File: config.mk
export PLATFORM = sky130hd
export DESIGN_NAME = alu_issue_unit
export DESIGN_NICKNAME = d
export VERILOG_FILES = /design/src/rtl/alu_pkg.sv /design/src/rtl/alu_funct_decode.sv /design/src/rtl/alu_issue_unit.sv
export SDC_FILE = /design/constraint.sdc
export NUM_CORES = 1
export LEC_CHECK = 0
export CAP_MARGIN = 25
export CORE_MARGIN = 2
export CORE_UTILIZATION = 45
export DETAILED_ROUTE_END_ITERATION = 7
export PLACE_DENSITY = 0.95
export SYNTH_ARGS = -nofsm -noshare
export SYNTH_HDL_FRONTEND = slang
export SYNTH_HIERARCHICAL = 1
export SYNTH_SLANG_ARGS = --single-unit
File: constraint.sdc
create_clock -name clk -period 4.7 [get_ports clk]
set_clock_uncertainty 0.2 [all_clocks]
set_input_delay 0.94 -clock clk [delete_from_list [all_inputs] [get_ports clk]]
set_output_delay 0.94 -clock clk [all_outputs]
set_load 0.1 [all_outputs]
File: src/rtl/alu_pkg.sv
// Shared definitions for the ALU issue unit: ALU op encodings, MIPS R-type funct codes,
// FSM state encoding and the operation kind used to pick the writeback source.
package alu_pkg;

    // ALU op encodings seen on alu_op
    localparam logic [2:0] ALU_AND = 3'b000;
    localparam logic [2:0] ALU_OR  = 3'b001;
    localparam logic [2:0] ALU_ADD = 3'b010;
    localparam logic [2:0] ALU_NOR = 3'b100;
    localparam logic [2:0] ALU_XOR = 3'b101;
    localparam logic [2:0] ALU_SUB = 3'b110;

    // MIPS R-type funct codes
    localparam logic [5:0] FUNCT_ADD  = 6'h20;
    localparam logic [5:0] FUNCT_ADDU = 6'h21;
    localparam logic [5:0] FUNCT_SUB  = 6'h22;
    localparam logic [5:0] FUNCT_SUBU = 6'h23;
    localparam logic [5:0] FUNCT_AND  = 6'h24;
    localparam logic [5:0] FUNCT_OR   = 6'h25;
    localparam logic [5:0] FUNCT_XOR  = 6'h26;
    localparam logic [5:0] FUNCT_NOR  = 6'h27;
    localparam logic [5:0] FUNCT_SLT  = 6'h2A;
    localparam logic [5:0] FUNCT_SLTU = 6'h2B;

    typedef enum logic [1:0] {
        StIdle,
        StExec,
        StResp
    } state_e;

    // KindAlu: write alu_out; KindSet: write the compare bit; KindIllegal: write nothing
    typedef enum logic [1:0] {
        KindAlu,
        KindSet,
        KindIllegal
    } kind_e;

endpackage

File: src/rtl/alu_funct_decode.sv
// Combinational MIPS funct decoder.
// Ports: funct (6-bit R-type funct) -> op (ALU op), unsig (unsigned compare),
//        kind (writeback source), trap_en (signed overflow traps), illegal (unsupported funct).
module alu_funct_decode
    import alu_pkg::*;
(
    input  logic [5:0] funct,
    output logic [2:0] op,
    output logic       unsig,
    output kind_e      kind,
    output logic       trap_en,
    output logic       illegal
);

    always_comb begin
        op      = ALU_AND;
        unsig   = 1'b0;
        kind    = KindIllegal;
        trap_en = 1'b0;
        illegal = 1'b1;
        unique case (funct)
            FUNCT_ADD:  begin op = ALU_ADD; kind = KindAlu; trap_en = 1'b1; illegal = 1'b0; end
            FUNCT_ADDU: begin op = ALU_ADD; kind = KindAlu; illegal = 1'b0; end
            FUNCT_SUB:  begin op = ALU_SUB; kind = KindAlu; trap_en = 1'b1; illegal = 1'b0; end
            FUNCT_SUBU: begin op = ALU_SUB; kind = KindAlu; illegal = 1'b0; end
            FUNCT_AND:  begin op = ALU_AND; kind = KindAlu; illegal = 1'b0; end
            FUNCT_OR:   begin op = ALU_OR;  kind = KindAlu; illegal = 1'b0; end
            FUNCT_XOR:  begin op = ALU_XOR; kind = KindAlu; illegal = 1'b0; end
            FUNCT_NOR:  begin op = ALU_NOR; kind = KindAlu; illegal = 1'b0; end
            // Compares only use alu_comp; op is parked on ADD
            FUNCT_SLT:  begin op = ALU_ADD; kind = KindSet; illegal = 1'b0; end
            FUNCT_SLTU: begin op = ALU_ADD; kind = KindSet; unsig = 1'b1; illegal = 1'b0; end
            default: ;
        endcase
    end

endmodule

File: src/rtl/alu_issue_unit.sv
// Requester side of an external combinational 32-bit ALU.
// Accepts one R-type request on req_*, drives registered operands/op on alu_*, captures the ALU
// result one cycle later and presents it on rsp_* until rsp_ready. ovf_count saturates.
// Ports: clk, reset_n (async active-low); req_valid/req_ready/req_funct/req_a/req_b/req_rd;
//        alu_a/alu_b/alu_op/alu_unsig out, alu_out/alu_comp/alu_ovf in;
//        rsp_valid/rsp_ready/rsp_data/rsp_rd/rsp_wen/rsp_ovf/rsp_illegal; ovf_count.
module alu_issue_unit
    import alu_pkg::*;
#(
    parameter int unsigned CNT_W = 16
) (
    input  logic             clk,
    input  logic             reset_n,
    input  logic             req_valid,
    output logic             req_ready,
    input  logic [5:0]       req_funct,
    input  logic [31:0]      req_a,
    input  logic [31:0]      req_b,
    input  logic [4:0]       req_rd,
    output logic [31:0]      alu_a,
    output logic [31:0]      alu_b,
    output logic [2:0]       alu_op,
    output logic             alu_unsig,
    input  logic [31:0]      alu_out,
    input  logic             alu_comp,
    input  logic             alu_ovf,
    output logic             rsp_valid,
    input  logic             rsp_ready,
    output logic [31:0]      rsp_data,
    output logic [4:0]       rsp_rd,
    output logic             rsp_wen,
    output logic             rsp_ovf,
    output logic             rsp_illegal,
    output logic [CNT_W-1:0] ovf_count
);

    logic [2:0] dec_op;
    logic       dec_unsig;
    kind_e      dec_kind;
    logic       dec_trap_en;
    logic       dec_illegal;

    alu_funct_decode u_decode (
        .funct   (req_funct),
        .op      (dec_op),
        .unsig   (dec_unsig),
        .kind    (dec_kind),
        .trap_en (dec_trap_en),
        .illegal (dec_illegal)
    );

    state_e            state_q, state_d;
    logic [31:0]       alu_a_q, alu_a_d, alu_b_q, alu_b_d;
    logic [2:0]        alu_op_q, alu_op_d;
    logic              alu_unsig_q, alu_unsig_d;
    kind_e             kind_q, kind_d;
    logic              trap_q, trap_d;
    logic [4:0]        rd_q, rd_d;
    logic [31:0]       rsp_data_q, rsp_data_d;
    logic [4:0]        rsp_rd_q, rsp_rd_d;
    logic              rsp_wen_q, rsp_wen_d;
    logic              rsp_ovf_q, rsp_ovf_d;
    logic              rsp_illegal_q, rsp_illegal_d;
    logic [CNT_W-1:0]  ovf_count_q, ovf_count_d;

    logic exec_ovf;
    logic exec_illegal;

    always_comb begin
        state_d       = state_q;
        alu_a_d       = alu_a_q;
        alu_b_d       = alu_b_q;
        alu_op_d      = alu_op_q;
        alu_unsig_d   = alu_unsig_q;
        kind_d        = kind_q;
        trap_d        = trap_q;
        rd_d          = rd_q;
        rsp_data_d    = rsp_data_q;
        rsp_rd_d      = rsp_rd_q;
        rsp_wen_d     = rsp_wen_q;
        rsp_ovf_d     = rsp_ovf_q;
        rsp_illegal_d = rsp_illegal_q;
        ovf_count_d   = ovf_count_q;
        exec_ovf      = alu_ovf && trap_q;
        exec_illegal  = (kind_q == KindIllegal);

        unique case (state_q)
            StIdle: begin
                if (req_valid) begin
                    // Illegal functs still load the ALU; the result is simply discarded
                    alu_a_d     = req_a;
                    alu_b_d     = req_b;
                    alu_op_d    = dec_op;
                    alu_unsig_d = dec_unsig;
                    kind_d      = dec_kind;
                    trap_d      = dec_trap_en && !dec_illegal;
                    rd_d        = req_rd;
                    state_d     = StExec;
                end
            end
            StExec: begin
                if (exec_illegal) begin
                    rsp_data_d = 32'h0;
                end else if (kind_q == KindSet) begin
                    rsp_data_d = {31'b0, alu_comp};
                end else begin
                    rsp_data_d = alu_out;
                end
                rsp_rd_d      = rd_q;
                rsp_ovf_d     = exec_ovf;
                rsp_illegal_d = exec_illegal;
                rsp_wen_d     = !exec_ovf && !exec_illegal;
                state_d       = StResp;
            end
            StResp: begin
                if (rsp_ready) begin
                    if (rsp_ovf_q && (ovf_count_q != {CNT_W{1'b1}})) begin
                        ovf_count_d = ovf_count_q + 1'b1;
                    end
                    state_d = StIdle;
                end
            end
            default: state_d = StIdle;
        endcase
    end

    always_ff @(posedge clk or negedge reset_n) begin
        if (!reset_n) begin
            state_q       <= StIdle;
            alu_a_q       <= '0;
            alu_b_q       <= '0;
            alu_op_q      <= ALU_AND;
            alu_unsig_q   <= 1'b0;
            kind_q        <= KindAlu;
            trap_q        <= 1'b0;
            rd_q          <= '0;
            rsp_data_q    <= '0;
            rsp_rd_q      <= '0;
            rsp_wen_q     <= 1'b0;
            rsp_ovf_q     <= 1'b0;
            rsp_illegal_q <= 1'b0;
            ovf_count_q   <= '0;
        end else begin
            state_q       <= state_d;
            alu_a_q       <= alu_a_d;
            alu_b_q       <= alu_b_d;
            alu_op_q      <= alu_op_d;
            alu_unsig_q   <= alu_unsig_d;
            kind_q        <= kind_d;
            trap_q        <= trap_d;
            rd_q          <= rd_d;
            rsp_data_q    <= rsp_data_d;
            rsp_rd_q      <= rsp_rd_d;
            rsp_wen_q     <= rsp_wen_d;
            rsp_ovf_q     <= rsp_ovf_d;
            rsp_illegal_q <= rsp_illegal_d;
            ovf_count_q   <= ovf_count_d;
        end
    end

    assign req_ready   = (state_q == StIdle);
    assign rsp_valid   = (state_q == StResp);
    assign alu_a       = alu_a_q;
    assign alu_b       = alu_b_q;
    assign alu_op      = alu_op_q;
    assign alu_unsig   = alu_unsig_q;
    assign rsp_data    = rsp_data_q;
    assign rsp_rd      = rsp_rd_q;
    assign rsp_wen     = rsp_wen_q;
    assign rsp_ovf     = rsp_ovf_q;
    assign rsp_illegal = rsp_illegal_q;
    assign ovf_count   = ovf_count_q;

endmodule

### Word-level counts from Yosys, hierarchy flattened

Index checks and enable logic that the tools add are counted.

* input bits: 113
* logic and storage cells: 57
* output and inout port bits: 126
* register bits: 134

* $add $sub $neg: 1
* reduce and logical (&&, ||, !) cells: 16
* muxes and demuxes: 9
* equality and inequality tests: 17

Operators with widths (count)
* 32-bit 2-to-1 mux: 2
* 6-bit equality test, second input constant: 10
* 16-bit by 1-bit adder with 16-bit output, second input constant: 1
* 16-bit != test, second input constant: 1
* 3-bit case mux with 5 select lines: 1
* 10-bit OR reduction: 1
* 8-bit OR reduction: 1
* 2-bit case mux with 3 select lines: 1
* 2-bit OR reduction: 3
* 2-bit by 1-bit equality test with 1-bit output, second input constant: 2
* 2-bit equality test, second input constant: 2
* 1-bit logical AND: 4
* 2-bit 2-to-1 mux: 2
* 2-bit case mux with 2 select lines: 1
* 2-bit AND reduction: 2
* 4-bit OR reduction: 1
* 3-bit AND reduction: 1
* 1-bit logical NOT: 2
* 2-bit logical NOT: 1
* 1-bit 2-to-1 mux: 2
* 2-bit by 1-bit != test with 1-bit output, second input constant: 1
* 2-bit != test, second input constant: 1

### Logic depth before layout (Yosys ltp)

* depth in word-level cells: 4
* mapped depth: 7
* depth with buffers taken out: 5

### By module

Netlist, hierarchy kept.

By module, submodules not included
* alu_issue_unit: area an instance 5172.5 um^2, times used 1, cells an instance 343, seq. area each 3353.2 um^2
* alu_funct_decode: area an instance 107.6 um^2, times used 1, cells an instance 15, seq. area each 0.0 um^2

### Least setup slack after synthesis

OpenSTA, ideal clock, no wires.

* kind: register to register
* from: register state_q[1]
* to: register alu_a_q[0], in the netlist alu_a[0]
* required time: 4375 ps
* library setup time: 125 ps
* period minus slack after synthesis: 3108 ps
* slack: 1592 ps
* cell stages (with the launch flop): 7
* arrival: 2782 ps
* buffers on the path: 3
* cell sequence: dfrtp_1 -> nor2_1 -> and2_1 -> buf_2 -> buf_4 -> buf_2 -> mux2_2

* longest elaborated chain between the ends: 2

Ends and longest elaborated chain
* start, declared: line alu_issue_unit.sv:52 `state_e state_q, state_d;`
* start signal, assigned: line alu_issue_unit.sv:129 `state_q <= StIdle;`
* start signal, assigned: line alu_issue_unit.sv:144 `state_q <= state_d;`
* 2-bit logical NOT
* named net req_ready: line alu_issue_unit.sv:15 `output logic req_ready,`
* 2-bit AND reduction (no source line)
* end signal, assigned: line alu_issue_unit.sv:145 `alu_a_q <= alu_a_d;`
* end, declared: line alu_issue_unit.sv:53 `logic [31:0] alu_a_q, alu_a_d, alu_b_q, alu_b_d;`

The timed path passes the listed nets, and every way through them passes these cells.
A chain may end at the register's enable or synchronous reset.

### Worst setup path in the final report

* from: register state_q[1]
* to: output rsp_valid

* longest elaborated chain between the ends: 1

Ends and longest elaborated chain
* 2-bit equality test: line alu_issue_unit.sv:162 `assign rsp_valid = (state_q == StResp);`
* end, declared: line alu_issue_unit.sv:27 `output logic rsp_valid,`

No other way between the ends.

==> results.sh <==
export IMPL_ant_nets=0
export IMPL_cts_tree="yes"
export IMPL_cp_slowest_cell="clkdlybuf4s50_1"
export IMPL_hold_class="input port to asynchronous set/reset pin"
export IMPL_crit_type="register to output port"
export IMPL_dp_slack_ns=1.62
export IMPL_final_cell_area_um2=8480
export IMPL_postCtsSetupRepairBufs=0
export IMPL_crit_path_end_kind="output port"
export IMPL_cts_resized=0
export IMPL_ys_warnings_count=6
export IMPL_track_usage=0.224
export IMPL_cts_root_buf="clkbuf_16"
export IMPL_reg2reg_depth=3
export IMPL_setup_tns_ns=0
export IMPL_synth_seq_cells=134
export IMPL_cp_slowest_stage_delay_ns=1.12
export IMPL_grt_setup_unrepaired="false"
export IMPL_ys_async_sr_fraction=1.00
export IMPL_outcome="finished, final reports clean"
export IMPL_cp_cell_sequence="or2b_1 -> inv_1 -> clkdlybuf4s50_1"
export IMPL_dieHeight_um=112
export IMPL_initial_core_util=0.462
export IMPL_setup_ws_ns=1.31
export IMPL_cts_made_buffers=17
export IMPL_netlist_cell_type_count=40
export IMPL_cap_violations=0
export IMPL_vias=3848
export IMPL_hold_viol=0
export IMPL_grt_max_degree=115
export IMPL_portBuffers=238
export IMPL_dpl_hpwl_mm=9.71
export IMPL_syn_area_um2=5280
export IMPL_num_antenna_cells=0
export IMPL_cts_num_sinks=134
export IMPL_clk_pin_slew_ns=0.06
export IMPL_critPathMaxFanout=4
export IMPL_ios=239
export IMPL_avgSynthCellArea_um2=14.7
export IMPL_grt_pass1_wl_mm=21.9
export IMPL_crit_family="buffers and inverters"
export IMPL_synth_top_cells_by_area="dfrtp_1 (64%), mux2_2 (17%), a22o_1 (5.1%)"
export IMPL_rrSetupSlack_ns=2.44
export IMPL_grt_pass1_vias=4227
export IMPL_grt_overflow=0
export IMPL_r2r_end="alu_a[29]$_DFFE_PN0P_"
export IMPL_synthCells=358
export IMPL_holdWs_ns=0.192
export IMPL_drt_wl_total_mm=13.8
export IMPL_fmax_mhz=295
export IMPL_design_die_area_um2=12600
export IMPL_synth_edf_count=0
export IMPL_synth_seq_area_share=0.635
export IMPL_antenna_found_initial=0
export IMPL_yosysTopAreaCellShare=0.635
export IMPL_synth_ff_type="dfrtp_1"
export IMPL_drc=0
export IMPL_path_depth=3
export IMPL_drt_pre_antenna_iters=4
export IMPL_cts_hold_buffers_added=0
export IMPL_avgRoutedWirePerCell_um=18.2
export IMPL_vias_per_cell=5.10
export IMPL_fin_crit_ns=3.39
export IMPL_worst_pin_slew_ns=1.03
export IMPL_place_area_um2=7770
export IMPL_worst_path_buf_inv=2
export IMPL_die_w_um=112
export IMPL_cts_htree_levels=4
export IMPL_gp_congestion=0.812
export IMPL_arrival_ns=2.25
export IMPL_fp_coreArea_um2=11400
export IMPL_synth_most_common_cell="dfrtp_1"
export IMPL_yosysTopAreaCell="dfrtp_1"
export IMPL_clk_latency_ns=0.41
export IMPL_r2r_start="state_q[1]$_DFFE_PN0P_"
export IMPL_finalMaxSlewViolations=0
export IMPL_cp_required_ns=3.56
export IMPL_start_kind="register"
export IMPL_synthToLayoutAreaGrowth_pct=60.6
export IMPL_finalSetupViolCount=0
export IMPL_slew_headroom=0.310
export IMPL_num_nets_final=713
export IMPL_placementRows=39
export IMPL_drt_iter0_markers=204
export IMPL_finalCritPeriodShare=0.721
export IMPL_syn_nets=472
export IMPL_cts_buffer_depth=2
export IMPL_drive_above_1_share=0.209
export IMPL_synthTopCellsByCount="dfrtp_1 (134), mux2_2 (80), a22o_1 (31), xor2_1 (16), nand2_1 (12)"
## through the flow
stage | instances | utilization
2_1_floorplan | 358 | -
3_3_place_gp | 721 | 0.680
3_5_place_dp | 721 | 0.680
4_1_cts | 753 | 0.738
5_1_grt | 755 | 0.743
6_report | 755 | 0.743
## state kept, by name, indices dropped and copies added, names as in the netlist
signal / cells
ovf_count: 16
rsp_illegal: 1
rsp_ovf: 1
trap_q: 1
alu_a: 32
alu_b: 32
alu_unsig: 1
rsp_data: 32
rd_q: 5
state_q: 2
rsp_wen: 1
kind_q: 2
alu_op: 3
rsp_rd: 5
## layout by cell type (no fill, tap or decap), types with 2 or more instances in the layout
cell type	Yosys	layout
a21o_1	2	2
a22o_1	31	31
buf_16	0	2
bufinv_16	0	5
clkbuf_1	5	3
clkbuf_16	0	17
clkbuf_8	0	4
clkdlybuf4s50_1	0	237
clkinv_2	0	2
dfrtp_1	134	134
inv_1	3	3
mux2_2	80	80
nand2_1	12	12
nand2b_1	4	3
nand3_1	3	3
nand3b_1	2	2
nand4_1	4	4
nor2_1	8	7
nor2_2	1	2
nor3_1	9	9
nor3_2	2	2
nor4_1	3	3
o21ai_0	6	6
xor2_1	16	16
## area by class of cell
type	instances	area (um^2)
Inverter	3	11.3
Tap cell	143	179
Clock buffer	24	492
Sequential cell	134	3350
Multi-Input combinational cell	202	1830
Clock inverter	8	168
Fill cell	717	2940
Timing Repair Buffer	241	2450
## worst max path at each step
stage	endpoint	slack, ns	from
floorplan	alu_a[0]$_DFFE_PN0P_	1.59	state_q[1]$_DFFE_PN0P_
global placement	alu_b[10]$_DFFE_PN0P_	1.67	req_valid
detailed placement	alu_a[7]$_DFFE_PN0P_	1.62	req_valid
CTS	rsp_valid	1.30	state_q[1]$_DFFE_PN0P_
global route	rsp_valid	1.24	state_q[1]$_DFFE_PN0P_
finish	rsp_valid	1.31	state_q[1]$_DFFE_PN0P_
## cells by family (layout without fill, tap and decap cells)
group,Yosys count,after routing,share of synthesized area
flip-flops,134,134,0.635
AND/OR/NAND/NOR,62,62,0.0780
adder cells (fa/ha/maj),1,1,0.00237
XOR/XNOR,17,17,0.0282
multiplexers,82,82,0.176
buffers and inverters,22,276,0.0194
AO/OA/AOI/OAI,40,40,0.0614
## layer usage
layer / global-route usage / vias up / routed length (um)
met5: 0 / - / 0
met4: 0.0821 / 0 / 306
met3: 0.0891 / 22 / 1070
met2: 0.384 / 156 / 7180
met1: 0.256 / 1904 / 5210
li1: - / 1766 / -
Power is not shown: default switching activity piles up to over one toggle a cycle in this logic, so the estimate is an artifact.
